===== src/rtl/line_draw_scheduler.sv =====
// rtl/line_draw_scheduler.sv - round-robin, vblank-gated command launcher for the line engine
module line_draw_scheduler #(
  parameter int CW         = 11,
  parameter int COLW       = 12,
  parameter int H_ACTIVE   = 800,
  parameter int V_ACTIVE   = 600,
  parameter int VBLNK_ONLY = 1
) (
  input  logic                 pclk,
  input  logic                 rst,
  input  logic                 vblnk,
  input  logic                 req0_valid,
  output logic                 req0_ready,
  input  logic [4*CW+COLW-1:0] req0_cmd,
  input  logic                 req1_valid,
  output logic                 req1_ready,
  input  logic [4*CW+COLW-1:0] req1_cmd,
  output logic                 eng_start,
  output logic [4*CW+COLW-1:0] eng_cmd,
  input  logic                 eng_done,
  output logic                 busy,
  output logic [7:0]           frame_lines,
  output logic                 clip_err,
  output logic                 proto_err
);
  localparam int CMDW = 4*CW+COLW;

  typedef enum logic [1:0] {IDLE, LAUNCH, WAIT} state_t;

  state_t          state_q, state_d;
  logic [CMDW-1:0] cmd_q, cmd_d, sel_cmd;
  logic            last_grant_q, last_grant_d;
  logic            vblnk_q;
  logic [7:0]      frame_lines_q, frame_lines_d;
  logic            clip_err_q, clip_err_d;
  logic            proto_err_q, proto_err_d;
  logic            grant, launch_ok, xfer, in_range, vblnk_rise;
  logic [CW-1:0]   x0, y0, x1, y1;

  assign {x0, y0, x1, y1} = sel_cmd[CMDW-1:COLW];
  assign in_range = (x0 < CW'(H_ACTIVE)) && (x1 < CW'(H_ACTIVE)) &&
                    (y0 < CW'(V_ACTIVE)) && (y1 < CW'(V_ACTIVE));
  assign vblnk_rise = vblnk && !vblnk_q;

  assign eng_start   = (state_q == LAUNCH);
  assign busy        = (state_q != IDLE);
  assign eng_cmd     = cmd_q;
  assign frame_lines = frame_lines_q;
  assign clip_err    = clip_err_q;
  assign proto_err   = proto_err_q;

  // Ready is masked by rst directly so it drops the moment reset is asserted.
  always_comb begin
    launch_ok = (VBLNK_ONLY == 0) || vblnk;
    if (req0_valid && !req1_valid)
      grant = 1'b0;
    else if (req1_valid && !req0_valid)
      grant = 1'b1;
    else
      grant = !last_grant_q;
    sel_cmd    = grant ? req1_cmd : req0_cmd;
    req0_ready = !rst && (state_q == IDLE) && launch_ok && !grant;
    req1_ready = !rst && (state_q == IDLE) && launch_ok && grant;
    xfer       = (req0_valid && req0_ready) || (req1_valid && req1_ready);
  end

  always_comb begin
    state_d      = state_q;
    cmd_d        = cmd_q;
    last_grant_d = last_grant_q;
    clip_err_d   = clip_err_q;
    proto_err_d  = proto_err_q;
    case (state_q)
      IDLE: begin
        if (eng_done)
          proto_err_d = 1'b1;
        if (xfer) begin
          cmd_d        = sel_cmd;
          last_grant_d = grant;
          if (in_range)
            state_d = LAUNCH;
          else
            clip_err_d = 1'b1;
        end
      end
      LAUNCH: begin
        if (eng_done)
          proto_err_d = 1'b1;
        state_d = WAIT;
      end
      WAIT: begin
        if (eng_done)
          state_d = IDLE;
      end
      default: state_d = IDLE;
    endcase
  end

  // A vblank rising edge clears the count before the launch in the same cycle adds to it.
  always_comb begin
    frame_lines_d = vblnk_rise ? 8'd0 : frame_lines_q;
    if ((state_q == LAUNCH) && (frame_lines_d != 8'hFF))
      frame_lines_d = frame_lines_d + 8'd1;
  end

  always_ff @(posedge pclk or posedge rst) begin
    if (rst) begin
      state_q       <= IDLE;
      cmd_q         <= '0;
      last_grant_q  <= 1'b1;
      vblnk_q       <= 1'b0;
      frame_lines_q <= 8'd0;
      clip_err_q    <= 1'b0;
      proto_err_q   <= 1'b0;
    end else begin
      state_q       <= state_d;
      cmd_q         <= cmd_d;
      last_grant_q  <= last_grant_d;
      vblnk_q       <= vblnk;
      frame_lines_q <= frame_lines_d;
      clip_err_q    <= clip_err_d;
      proto_err_q   <= proto_err_d;
    end
  end
endmodule


===== config.mk =====
export PLATFORM = sky130hd
export DESIGN_NAME = line_draw_scheduler
export DESIGN_NICKNAME = d
export VERILOG_FILES = /design/src/rtl/line_draw_scheduler.sv
export SDC_FILE = /design/constraint.sdc
export NUM_CORES = 1
export LEC_CHECK = 0
export ABC_CLOCK_PERIOD_IN_PS = 2600
export BUFFER_PORTS_ARGS = -buffer_cell sky130_fd_sc_hd__buf_2
export CORE_MARGIN = 2
export CORE_UTILIZATION = 44
export DETAILED_ROUTE_END_ITERATION = 12
export GPL_ROUTABILITY_DRIVEN = 0
export GPL_TIMING_DRIVEN = 0
export PLACE_DENSITY = 0.8
export SKIP_LAST_GASP = 1
export SYNTH_ARGS = -nofsm -noshare
export SYNTH_HDL_FRONTEND = slang
export SYNTH_SLANG_ARGS = --single-unit

===== constraint.sdc =====
create_clock -name pclk -period 2.6 [get_ports pclk]
set_input_delay 0.26 -clock pclk [delete_from_list [all_inputs] [get_ports pclk]]
set_output_delay 0.26 -clock pclk [all_outputs]
set_load 0.01 [all_outputs]

==> results.py <==
metrics = {
    "yosys": {
        "syn_nets": 499,
        "synthMostInstantiatedCell": "nand2_1",
        "netlist.top_cell.by_area": "dfrtp_1",
        "synth-async-reset-ratio_pct": 100,
        "synth-edff-count": 0,
        "syn-instance-count": 380,
        "ys_top_cells_by_area": "dfrtp_1 52%, nand2_1 12%, a31oi_1 8.6%",
        "avgSynthCellArea_um2": 8.79,
        "yosysTopAreaCellShare_pct": 51.7,
        "yosysSeqAreaShare_pct": 52.5,
        "synth_ff_type": "dfrtp_1",
        "synthTopCellsByCount": "107 x nand2_1, 69 x dfrtp_1, 54 x nor2_1",
        "ys_ff_latch": 70,
        "netlist_area_um2": 3340,
        "synth_warnings": 0,
        "synth_cell_type_count": 37,
    },
    "finish": {
        "syn2layout_area_growth_pct": 37.2,
        "multi_input_area_um2": 1470,
        "layout.nets": 695,
        "diodes": 0,
        "regArea_um2": 1750,
        "drive_above_1_share_pct": 37.6,
        "fillerInstances": 673,
        "fin_util_pct": 62.9,
    },
    "timing": {
        "rsz0062_at_grt": "false",
        "fmax_mhz": 426,
        "setup_violations": 0,
        "period_minus_slack_ps": 2350,
        "period_share_pct": 90.2,
        "setup_slack_ps": 254,
        "clock_skew_ps": 11.9,
        "finalMaxSlewViolations": 0,
        "worst_pin_slew_ps": 847,
        "slew_headroom_pct": 43.6,
        "final_hold_viol_count": 0,
    },
    "die": {
        "die_area_um2": 8300,
        "rows": 31,
        "die_height_um": 91.1,
        "core_area_um2": 7290,
        "io_pins": 188,
        "die_w_um": 91.1,
        "start_util_pct": 45.8,
    },
    "routing": {
        "viasPerCell": 5.20,
        "ant_nets": 0,
        "drt_pass1_iterations": 5,
        "dr.first_iter.drc_count": 120,
        "finalWirelength_um": 10100,
        "drc_errors": 0,
        "routed-via-count": 3528,
        "wire_per_inst_um": 14.9,
    },
    "setup_path": {
        "critPathSlowestCell": "dfstp_2",
        "start_kind": "flip-flop",
        "worstPathArrival_ps": 2560,
        "slowest_delay_ps": 560,
        "critical_path_class": "reg -> reg",
        "critPathTopFamily": "simple AND/OR/NAND/NOR gates",
        "crit_required_ps": 2810,
        "crit_buf_inv": 1,
        "crit_chain": "nor2_2, o21ai_2, buf_6, mux2i_1, nand4_1, or4_1, a21o_1",
        "path_max_fanout": 10,
        "cp-end-kind": "flip-flop",
    },
    "grt": {
        "grt_util_all_layers_pct": 24.9,
        "overflow": 0,
        "antenna_found_initial": 0,
        "grt_pass1_wl_um": 16500,
        "grt_pass1_vias": 3452,
        "grt_max_degree": 71,
    },
    "placement": {
        "dp_hpwl_um": 7890,
        "portBuffers": 187,
        "dp_slack_ps": 256,
    },
    "run": {
        "maxCapViolations": 0,
    },
    "clock_network": {
        "cts_max_path_buffers": 2,
        "clkSinkCount": 70,
        "holdBufCountCts": 0,
        "cts_root_buf": "clkbuf_8",
        "cts_resized": 0,
        "path_clk_slew_ps": 80,
        "post-cts-setup-buffers": 0,
        "cts_tree": "yes",
        "insertion_delay_ps": 330,
        "cts_buffers": 9,
        "htree_num_levels": 3,
    },
    "pwr": {
        "cellPowerDensity_nw_per_um2": 679,
        "leakagePower_nw": 2.33,
        "vdd_drop_max_mv": 0.340,
    },
    "worst_hold_path": {
        "hp-class": "in -> reg",
    },
    "status": {
        "status": "completed",
    },
}
-- final timing paths --
kind                               from             end  slack, ps  cells past startpoint
max reg2reg                last_grant_q        clip_err        250                      7
max                        last_grant_q        clip_err        250                      7
min                               vblnk         vblnk_q         80                      1
min in group asynchronous           rst  frame_lines[2]        120                      2
min reg2reg                   proto_err       proto_err        460                      1
max in group asynchronous           rst     eng_cmd[55]       1920                      2
-- layout make-up --
| cell class | instances | area share [%] |
|---|---|---|
| Inverter | 2 | 0.218 |
| Clock buffer | 11 | 3.08 |
| Buffer | 22 | 2.32 |
| Timing Repair Buffer | 187 | 20.4 |
| Tap cell | 99 | 2.70 |
| Clock inverter | 4 | 1.04 |
| Multi-Input combinational cell | 284 | 32.0 |
| Sequential cell | 70 | 38.2 |
-- metal layers --
metal | track usage (%) | share of wire (%)
met1 | 31.1 | 43
met4 | 6.82 | 1.3
met2 | 42.8 | 49
met5 | 0 | 0
met3 | 6.22 | 7.4
-- state kept, by name, indices dropped and copies added, names as in the netlist --
register	cells
eng_cmd	56
state_q	2
proto_err	1
vblnk_q	1
frame_lines	8
clip_err	1
last_grant_q	1
-- through the flow --
stage / TNS (ps) / hold slack (ps) / cell area, um2 / cells / power, mW
floorplan: 0 / 291 / 3340 / 380 / 1.88
global placement: -21010 / 411 / 4400 / 666 / 2.27
detailed placement: 0 / 418 / 4400 / 666 / 2.30
CTS: 0 / 68.7 / 4580 / 679 / 3.14
global route: 0 / 55.2 / 4580 / 679 / 3.31
finish: 0 / 79.3 / 4580 / 679 / 3.11
-- cells by family (layout without fill, tap and decap cells) --
family | count (synthesis) | count (layout) | synth area share (%)
multiplexers | 13 | 13 | 3.97
adder cells (fa/ha/maj) | 1 | 1 | 0.375
flip-flops | 70 | 70 | 52.5
AO/OA/AOI/OAI | 79 | 79 | 14.9
AND/OR/NAND/NOR | 186 | 186 | 23.3
buffers and inverters | 26 | 226 | 3.63
XOR/XNOR | 5 | 5 | 1.31
-- worst register-to-register path, stage by stage (launching register included) --
cell and delay [ps]:
dfstp_2 560, nor2_2 50, o21ai_2 220, buf_6 220, mux2i_1 310, nand4_1 140, or4_1 540, a21o_1 200
-- power by group --
| part | leakage (nW) | switching [mW] | internal, mW |
|---|---|---|---|
| logic | 1.42 | 0.524 | 0.369 |
| registers | 0.815 | 0.0999 | 1.27 |
| clock network | 0.0952 | 0.385 | 0.461 |
| total | 2.33 | 1.01 | 2.10 |
-- cell usage in the layout (no fill, tap or decap), types with 3 or more instances in the layout --
cell type	instances
nand3_1	4
o21ai_0	12
xor2_1	5
nand2_1	107
nand4_1	5
clkbuf_1	14
nor2b_1	4
buf_2	194
a21oi_1	5
dfrtp_1	69
a31oi_1	46
clkbuf_8	10
and2_1	4
nor2_1	54
mux2i_1	11
a21o_1	3
o21a_1	3
(Power assumes the default switching activity.)
